File: src/rtl/usb_dbg_pkg.sv
// Shared constants and types for the USB debug command path.
package usb_dbg_pkg;

  localparam logic [7:0] ASCII_CR = 8'h0D;
  localparam logic [7:0] ASCII_LF = 8'h0A;
  localparam logic [7:0] ASCII_SP = 8'h20;

  typedef enum logic {ST_IDLE = 1'b0, ST_HI = 1'b1} dec_state_t;

  typedef enum logic [1:0] {CH_HEX, CH_TERM, CH_SEP, CH_ERR} char_kind_t;

  typedef struct packed {
    char_kind_t kind;
    logic [3:0] nib;
  } char_class_t;

  // Letters 'A'-'F' and 'a'-'f' share low nibbles 1-6, so adding 9 yields 10-15.
  function automatic char_class_t classify(input logic [7:0] c);
    char_class_t r;
    r.kind = CH_ERR;
    r.nib  = 4'h0;
    if (c >= 8'h30 && c <= 8'h39) begin
      r.kind = CH_HEX;
      r.nib  = c[3:0];
    end else if ((c >= 8'h41 && c <= 8'h46) || (c >= 8'h61 && c <= 8'h66)) begin
      r.kind = CH_HEX;
      r.nib  = c[3:0] + 4'd9;
    end else if (c == ASCII_CR || c == ASCII_LF) begin
      r.kind = CH_TERM;
    end else if (c == ASCII_SP) begin
      r.kind = CH_SEP;
    end
    return r;
  endfunction

endpackage

File: src/rtl/byte_fifo.sv
// First-word fall-through FIFO; the head is read asynchronously from the array.
module byte_fifo #(
  parameter int WIDTH = 9,
  parameter int DEPTH = 16
) (
  input  logic             clk48,
  input  logic             rst,
  input  logic [WIDTH-1:0] wr_data,
  input  logic             wr_en,
  input  logic             rd_en,
  output logic [WIDTH-1:0] rd_data,
  output logic             empty,
  output logic             full
);
  import usb_dbg_pkg::*;

  localparam int AW = $clog2(DEPTH);

  logic [WIDTH-1:0] mem [DEPTH];
  logic [AW-1:0]    wr_ptr;
  logic [AW-1:0]    rd_ptr;
  logic [AW:0]      count;
  logic             do_wr;
  logic             do_rd;

  assign empty   = (count == '0);
  assign full    = (count == (AW+1)'(DEPTH));
  assign do_rd   = rd_en && !empty;
  // A pop frees the slot in the same cycle, so a push into a full FIFO may proceed.
  assign do_wr   = wr_en && (!full || do_rd);
  assign rd_data = empty ? '0 : mem[rd_ptr];

  always_ff @(posedge clk48) begin
    if (do_wr) mem[wr_ptr] <= wr_data;
  end

  always_ff @(posedge clk48) begin
    if (rst) begin
      wr_ptr <= '0;
      rd_ptr <= '0;
      count  <= '0;
    end else begin
      if (do_wr) wr_ptr <= wr_ptr + AW'(1);
      if (do_rd) rd_ptr <= rd_ptr + AW'(1);
      case ({do_wr, do_rd})
        2'b10:   count <= count + (AW+1)'(1);
        2'b01:   count <= count - (AW+1)'(1);
        default: count <= count;
      endcase
    end
  end

endmodule

File: src/rtl/hex_cmd_decoder.sv
// Turns ASCII hex command lines into a byte stream tagged with end-of-line.
module hex_cmd_decoder #(
  parameter int DEPTH = 16
) (
  input  logic       clk48,
  input  logic       rst,
  input  logic [7:0] din,
  input  logic       din_v,
  output logic [7:0] dout,
  output logic       dout_last,
  output logic       dout_v,
  input  logic       dout_rdy,
  output logic       err_char,
  output logic       overflow
);
  import usb_dbg_pkg::*;

  dec_state_t  state;
  char_class_t cc;
  logic        din_v_q;
  logic        accept;
  logic [3:0]  hi_nib;
  logic        pend_v;
  logic [7:0]  pend_byte;
  logic        push;
  logic [8:0]  push_data;
  logic [8:0]  head;
  logic        fifo_empty;
  logic        fifo_full;
  logic        pop;

  assign accept = din_v && !din_v_q;
  assign cc     = classify(din);
  assign pop    = dout_v && dout_rdy;

  // The pending byte leaves either when a newer byte displaces it or when the line ends.
  always_comb begin
    push      = 1'b0;
    push_data = '0;
    if (accept) begin
      if (cc.kind == CH_HEX && state == ST_HI && pend_v) begin
        push      = 1'b1;
        push_data = {1'b0, pend_byte};
      end else if (cc.kind == CH_TERM && pend_v) begin
        push      = 1'b1;
        push_data = {1'b1, pend_byte};
      end
    end
  end

  always_ff @(posedge clk48) begin
    if (rst) begin
      state     <= ST_IDLE;
      din_v_q   <= 1'b1;
      hi_nib    <= '0;
      pend_v    <= 1'b0;
      pend_byte <= '0;
      err_char  <= 1'b0;
      overflow  <= 1'b0;
    end else begin
      din_v_q  <= din_v;
      err_char <= 1'b0;
      if (push && fifo_full && !pop) overflow <= 1'b1;
      if (accept) begin
        case (state)
          ST_IDLE: begin
            if (cc.kind == CH_HEX) begin
              hi_nib <= cc.nib;
              state  <= ST_HI;
            end else if (cc.kind == CH_ERR) begin
              err_char <= 1'b1;
            end
          end
          ST_HI: begin
            state <= ST_IDLE;
            if (cc.kind == CH_HEX) begin
              pend_byte <= {hi_nib, cc.nib};
              pend_v    <= 1'b1;
            end else begin
              err_char <= 1'b1;
            end
          end
          default: state <= ST_IDLE;
        endcase
        // A second terminator (LF after CR) finds nothing pending and so adds no extra last.
        if (cc.kind == CH_TERM) pend_v <= 1'b0;
      end
    end
  end

  byte_fifo #(
    .WIDTH (9),
    .DEPTH (DEPTH)
  ) u_fifo (
    .clk48   (clk48),
    .rst     (rst),
    .wr_data (push_data),
    .wr_en   (push),
    .rd_en   (dout_rdy),
    .rd_data (head),
    .empty   (fifo_empty),
    .full    (fifo_full)
  );

  assign dout_v    = !fifo_empty;
  assign dout      = head[7:0];
  assign dout_last = head[8];

endmodule

File: config.mk
export PLATFORM = sky130hd
export DESIGN_NAME = hex_cmd_decoder
export DESIGN_NICKNAME = d
export VERILOG_FILES = /design/src/rtl/usb_dbg_pkg.sv /design/src/rtl/byte_fifo.sv /design/src/rtl/hex_cmd_decoder.sv
export SDC_FILE = /design/constraint.sdc
export NUM_CORES = 1
export LEC_CHECK = 0
export CORE_MARGIN = 2
export CORE_UTILIZATION = 38
export CTS_CLUSTER_SIZE = 28
export DETAILED_ROUTE_END_ITERATION = 6
export PLACE_DENSITY = 0.61
export SYNTH_ARGS = -nofsm -noshare
export SYNTH_HDL_FRONTEND = slang
export SYNTH_HIERARCHICAL = 1
export SYNTH_SLANG_ARGS = --single-unit
File: constraint.sdc
create_clock -name clk48 -period 11.3 [get_ports clk48]
set_input_delay 2.26 -clock clk48 [delete_from_list [all_inputs] [get_ports clk48]]
set_output_delay 2.26 -clock clk48 [all_outputs]
set_load 0.01 [all_outputs]
---- Word-level counts from Yosys, hierarchy flattened ----
Memory sizes are Yosys's and may differ from the RTL's. A register that Yosys moved wholly into a read port is not among the register bits.
Cells that the tools add are included.
storage, ports and cells
  word-level logic and storage cells ...... 85
  bits in writable memories ............... 144
  register bits ........................... 30
  output and inout port bits .............. 12
  memories kept ........................... 1
memory list
  name        depth  bits a word  read ports  clocked after Yosys merged registers in  write ports  line             text
  u_fifo.mem  16     9            1           1                                        1            byte_fifo.sv:19  logic [WIDTH-1:0] mem [DEPTH];
cells by class
  $lt $le $gt $ge ......................... 6
  add/sub/neg operators ................... 5
  mux-type cells .......................... 26
  equality and inequality tests ........... 8
  bitwise operators ....................... 2
  reductions and logical operators ........ 27
operator list
  cell                 number
  $mux 9               4
  $eq 8x4->1 const B   2
  $ge 8x7->1 const B   2
  $le 8x7->1 const B   2
  $mux 1               13
  $mux 4               3
  $logic_and 1x1->1    11
  $pmux 5 s2           1
  $reduce_and 3->1     3
  $add 4x1->4 const B  2
  $eq 8x6->1 const B   1
  $ge 8x6->1 const B   1
  $le 8x6->1 const B   1
  $mux 6               1
  $reduce_bool 2->1    3
  $add 5x1->5 const B  1
  $eq 5x5->1 const B   1
  $logic_not 5->1      1
  $sub 5x1->5 const B  1
  $add 4x4->4 const B  1
  $eq 2x1->1 const B   2
  $eq 2x2->1 const B   2
  $logic_not 1->1      4
  $mux 2               2
  other kinds (5)      9

---- Depth between registers and ports, before layout ----
  depth in word-level cells ............... 13
  depth in mapped cells ................... 14
  depth with buffers taken out ............ 13

---- Cells and area by module ----
The synthesis kept the hierarchy.
modules (own cells, without submodules)
  module           cells an instance  area each (um^2)  times used
  byte_fifo        357                6,571.3           1
  hex_cmd_decoder  130                1,076.0           1

---- Least setup slack after synthesis ----
Ideal clock, no wire load.
  path type ............................... input to register
  start ................................... input din[1]
  end ..................................... register u_fifo.count[4]
  cell stages on the path ................. 14
  setup slack ............................. 5.893 ns
  required time ........................... 11.166 ns
  buffers on the path ..................... 1
  arrival ................................. 5.273 ns
  cells stage by stage .................... inv_1 ha_1 o21bai_1 a2111o_1 a31oi_1 clkbuf_1 nor2b_1 o21ai_4 inv_2 ha_1 nand2b_1 o2bb2ai_1 a2111oi_0 or4_1
between the ends
  word-level cells in the longest chain between the ends .. 13
RTL lines
  item                                                    line                                          text
  start, declared                                         hex_cmd_decoder.sv:7                          input logic [7:0] din,
  $ge 8x7->1, or another cell as far along                usb_dbg_pkg.sv:25                             end else if ((c >= 8'h41 && c <= 8'h46) || (c >= 8'h61 && c <= 8'h66)) begin
  $logic_and 1x1->1, or another cell as far along         usb_dbg_pkg.sv:25
  $logic_or 1x1->1 / $mux 2 (equally long branches)       usb_dbg_pkg.sv:25, usb_dbg_pkg.sv:28
  $mux 2                                                  usb_dbg_pkg.sv:25
  $mux 6 *                                                usb_dbg_pkg.sv:22                             if (c >= 8'h30 && c <= 8'h39) begin
  $eq 2x1->1 / $logic_not 2->1 (equally long branches)    hex_cmd_decoder.sv:44, hex_cmd_decoder.sv:41
  $logic_and 1x1->1 (on tied branches)                    hex_cmd_decoder.sv:44, hex_cmd_decoder.sv:41
  $mux 1 / $logic_and 1x1->1 (equally long branches)      hex_cmd_decoder.sv:44, hex_cmd_decoder.sv:41
  $mux 1 *                                                hex_cmd_decoder.sv:41                         if (cc.kind == CH_HEX && state == ST_HI && pend_v) begin
  $mux 1 *                                                hex_cmd_decoder.sv:40                         if (accept) begin
  net push                                                hex_cmd_decoder.sv:25                         logic push;
  $logic_and 1x1->1 *                                     byte_fifo.sv:30                               assign do_wr = wr_en && (!full || do_rd);
  $eq 2x1->1 / $eq 2x2->1 (equally long branches)         byte_fifo.sv:45                               case ({do_wr, do_rd})
  $pmux 5 s2 / $reduce_bool 2->1 (equally long branches)  n/a
  end signal, assigned                                    byte_fifo.sv:46                               2'b10: count <= count + (AW+1)'(1);
  end signal, assigned                                    byte_fifo.sv:47                               2'b01: count <= count - (AW+1)'(1);
  end signal, assigned                                    byte_fifo.sv:48                               default: count <= count;
  end, declared                                           byte_fifo.sv:22                               logic [AW:0] count;
Mark *: on every way through the listed nets, which the timed path passes. The rest lies on a longest branch.
A chain may end at the register's enable or synchronous reset.

---- Worst setup path in the final report ----
  start ................................... input din[0]
  end ..................................... register u_fifo.count[4]
The elaborated chain is that of the path after synthesis.

==> parameters.txt <==
Parameter                              Value

Route
  Vias/cell    5.406
  Iteration count of the initial detailed-routing pass    5
  Post-detailed-route DRC marker count    0
  Routed vias    4,244
  Number of routed nets with antenna violations    0
  Number of DRC markers after the initial detailed-route iteration    321
  Total length of routed wires    15,330 um
  WL/cell    19.53 um

Setup path
  Crit path kind    primary input to register
  Maximum fanout count along the critical path    19
  Total buffers and inverters traversed by the critical path    3
  Ordered list of cells on the worst path    clkdlybuf4s50_1 > inv_1 > ha_1 > o21bai_1 > a2111o_1 > a31oi_1 > buf_4 > nor2b_1 > o21ai_4 > fa_1 > nand2b_1 > o2bb2ai_1 > mux2i_1 > or4_1
  Number of gates on the worst path with buffers counted    14
  Nature of the critical path endpoint    register
  Arrival time reported for the critical path endpoint    6.07 ns
  Largest stage delay on the critical path    0.57 ns
  CP delay by family, top    compound AO/OA/AOI/OAI gates
  Slack of the worst reg-to-reg path    7.84 ns
  Cell at the slowest stage of the critical path    sky130_fd_sc_hd__clkdlybuf4s50_1
  Worst Reg-to-Reg Cells    12
  CP Launch Type    primary input
  Data required, critical path    11.60 ns

Global route
  Number of antenna violations at the first check in global routing    0
  Met1 track demand over resource in global routing    20.06%
  Met3 global-route usage    3.135%
  M2 GR Usage    24.41%
  Vias in the first global route    4,308
  Maximum number of pins on one net before global-route repair    37
  Global-route congestion overflow total    0
  Global-route wire length before repair    24,330 um
  Total global-route track usage    15.16%
  Most Used Layer, Global Route    met2

Floorplan
  Die Outline Area    21,280 um^2
  Core area    19,590 um^2
  Initial core utilization    39.04%
  Vertical extent of the die    145.9 um
  I/O pins    24
  Std-Cell Rows    51
  Die span in x    145.9 um

STA
  Tmin final    5.774 ns
  Fin. max-slew vios    0
  Total Negative Setup Slacks    0 ns
  RSZ-0062 raised after global routing    no
  Transition time at the pin with the least slew margin    1.214 ns
  Final setup viols    0
  Final worst-path cycle share    51.10%
  Highest Clock Rate    173.2 MHz
  Max_slew headroom    18.42%
  Number of endpoints with negative hold slack in the final report    0
  Worst-case clock skew    0.007009 ns

Power
  Switching part of the total    26.82%
  Internal cell power    1.200 mW
  Leakage dissipation    2.597 nW
  Power per unit of standard cell area    188.3 nW/um^2
  Worst supply voltage drop on vdd    96.99 uV
  Logic pwr share    20.2%
  Fraction of power consumed by sequential logic    46.0%
  Net Sw Power    0.4398 mW
  Clock network power share    33.8%

Yosys
  Cell types with the largest area share after synthesis    sky130_fd_sc_hd__edfxtp_1, sky130_fd_sc_hd__mux4_2, sky130_fd_sc_hd__dfxtp_1, sky130_fd_sc_hd__a211oi_1, sky130_fd_sc_hd__ha_1
  Synth Instances    487
  FFs w/ async S/R, synth    0%
  Average cell area after synthesis    15.70 um^2
  Area fraction of the dominant cell type after synthesis    56.54%
  Unique masters post-synth    61
  Synthesized flop and latch total    178
  Number of warnings reported in the yosys synthesis log    6
  Sequential element share of the synthesized area    65.45%
  Main flop type after synthesis    sky130_fd_sc_hd__edfxtp_1
  EDFF count, synth    144
  Post-synthesis instance area    7647 um^2
  Cell accounting for the most synthesized area    sky130_fd_sc_hd__edfxtp_1
  Number of nets produced by synthesis    512

Clocking
  Clock transition at the register clock pins on the worst setup and hold paths after CTS    0.06 ns
  Number of H-tree branching levels    4
  Count of buffers added by post-CTS timing repair for setup    0
  Post-CTS Hold Fix Bufs    0
  Total clock sinks    178
  Resize count post-CTS    0
  Clock latency reported for the late side of the worst-skew pair    0.42 ns
  CTS root buf    sky130_fd_sc_hd__clkbuf_16
  Number of buffers created by CTS    17
  CTS tree    done
  Clk buf depth    2

Placed design
  Placed wire-length estimate    9785 um
  Standard cell area after detailed placement    8155 um^2
  I/O Buffers    23
  Placed Instances    753
  Global placer's final weighted congestion    0.8666

Outcome
  Outcome    complete, no violations

Cells and area
  Fraction of layout cells with a size suffix above 1    16.92%
  Fillers    1,759
  Layout Cells excl Fill    785
  Post-layout nets    532
  Synth-to-Final Area Change    13.87%
  Final instance area    8708 um^2
  Antenna diode count    0

Job
  MaxCap Viol Count    0

Hold path
  Hold Path Class    register to register
  Depth of the worst hold-timing path    2
-- state kept, by name, indices dropped and copies added, names as in the netlist, 4 cells and up, named ones only --
name and cells:
u_fifo/rd_ptr 4, u_fifo/mem 144, u_fifo/wr_ptr 4, pend_byte 8
hi_nib 4, u_fifo/count 5
-- through the flow --
step / hold WS [ns] / utilization [%] / power, mW / setup WS [ns]
detailed placement: 0.4651 / 41.63 / 1.105 / 5.131
CTS: 0.4736 / 44.45 / 1.661 / 5.578
finish: 0.4733 / 44.45 / 1.640 / 5.526
floorplan: 0.4433 / - / 0.9795 / 5.893
global placement: 0.4685 / 41.63 / 1.093 / 5.289
global route: 0.4891 / 44.45 / 1.718 / 5.233
-- path summary, 6_finish.rpt --
kind	start	endpoint
hold / removal	pend_byte[5]$_SDFFE_PP0P_	pend_byte[5]$_SDFFE_PP0P_
setup reg to reg	state$_SDFFE_PP0P_	u_fifo/count[4]$_SDFFE_PP0P_
hold reg to reg	pend_byte[5]$_SDFFE_PP0P_	pend_byte[5]$_SDFFE_PP0P_
setup / recovery	din[0]	u_fifo/count[4]$_SDFFE_PP0P_
-- cell usage in the layout, fill, tap and decap left out, drive strengths merged, types with 2 or more instances in the layout --
cell,Yosys,final
edfxtp,144,144
mux4,36,36
dfxtp,34,34
a211oi,24,24
clkdlybuf4s50,0,23
inv,20,21
clkbuf,16,21
nor2,19,19
nand3,16,16
and2,16,16
nor2b,14,14
a21oi,14,14
mux2i,13,13
ha,12,12
nor3b,7,7
o211ai,7,7
nor3,7,7
o21ai,7,7
buf,12,6
nand2,5,5
o221ai,5,5
o21a,5,5
nor4,5,5
nand2b,4,4
or4,4,4
nand4,4,4
clkinvlp,0,4
clkinv,0,4
and3b,3,3
a31oi,3,3
xor2,3,3
mux2,2,2
or3b,2,2
or2,2,2
o22ai,2,2
bufinv,0,2
xnor2,2,2
-- power by group through the flow --
stage | clock network, mW | registers [mW] | logic (mW)
after floorplan | 0 | 0.733 | 0.247
after global routing | 0.593 | 0.761 | 0.364
after detailed placement | 0 | 0.770 | 0.335
after global placement | 0 | 0.768 | 0.324
final | 0.555 | 0.754 | 0.331
after CTS | 0.568 | 0.756 | 0.336
-- Yosys cell counts, types with 2 or more instances --
cell                       number
sky130_fd_sc_hd__nor4_1         5
sky130_fd_sc_hd__buf_2          7
sky130_fd_sc_hd__or2_2          2
sky130_fd_sc_hd__dfxtp_1       34
sky130_fd_sc_hd__nand2b_1       4
sky130_fd_sc_hd__o211ai_1       7
sky130_fd_sc_hd__or4_1          4
sky130_fd_sc_hd__a211oi_1      23
sky130_fd_sc_hd__nand3_1       16
sky130_fd_sc_hd__nor3_1         6
sky130_fd_sc_hd__xor2_1         3
sky130_fd_sc_hd__o221ai_1       5
sky130_fd_sc_hd__nor2b_1       14
sky130_fd_sc_hd__a31oi_1        3
sky130_fd_sc_hd__and3b_1        3
sky130_fd_sc_hd__or3b_2         2
sky130_fd_sc_hd__mux4_2        36
sky130_fd_sc_hd__buf_1          3
sky130_fd_sc_hd__inv_1         19
sky130_fd_sc_hd__o22ai_1        2
sky130_fd_sc_hd__mux2i_1       13
sky130_fd_sc_hd__and2_1        16
sky130_fd_sc_hd__nor3b_1        7
sky130_fd_sc_hd__o21ai_0        4
sky130_fd_sc_hd__o21a_1         5
sky130_fd_sc_hd__clkbuf_1      15
sky130_fd_sc_hd__a21oi_1       14
sky130_fd_sc_hd__nand4_1        3
sky130_fd_sc_hd__o21ai_4        2
sky130_fd_sc_hd__nor2_1        19
sky130_fd_sc_hd__edfxtp_1     144
sky130_fd_sc_hd__nand2_1        5
sky130_fd_sc_hd__ha_1          12
sky130_fd_sc_hd__mux2_2         2
sky130_fd_sc_hd__xnor2_1        2
-- per-layer routing --
layer / wire (um) / share of wire [%]
met5: 0 / 0
met1: 6922 / 45
met4: 349 / 2.3
met3: 689 / 4.5
met2: 7369 / 48
-- worst register-to-register path, delay by kind of cell, from the launching register on --
family / cells / cell delay (ns)
buffers and inverters: 2 / 0.36
and+or+nand+nor: 5 / 1.52
DFF: 1 / 0.42
adders and majority gates: 1 / 0.34
AOI/OAI and AO/OA: 4 / 0.71
-- cells by family (layout without fill, tap and decap cells) --
kind of cell             count (synthesis)  after routing  synth area share (%)
flip-flops                             178            178                 65.45
XOR/XNOR                                 5              5                0.5727
adder cells (fa/ha/maj)                 13             13                 2.225
buffers and inverters                   48             81                 2.634
AND/OR/NAND/NOR                        114            114                 8.933
AO/OA/AOI/OAI                           78             78                 7.592
multiplexers                            51             51                 12.60
-- cell type report --
| class | count | area [um^2] | share of cell area [%] |
|---|---|---|---|
| clock buffers | 21 | 440.4 | 5.057 |
| clock inverters | 11 | 112.6 | 1.293 |
| inverters | 20 | 75.07 | 0.8621 |
| multi-input cells | 261 | 2466 | 28.32 |
| flip-flops and latches | 178 | 5007 | 57.50 |
| well taps | 265 | 331.6 | 3.807 |
| repair buffers | 29 | 275.3 | 3.161 |
Note: power is estimated with default switching activity, not from simulation.
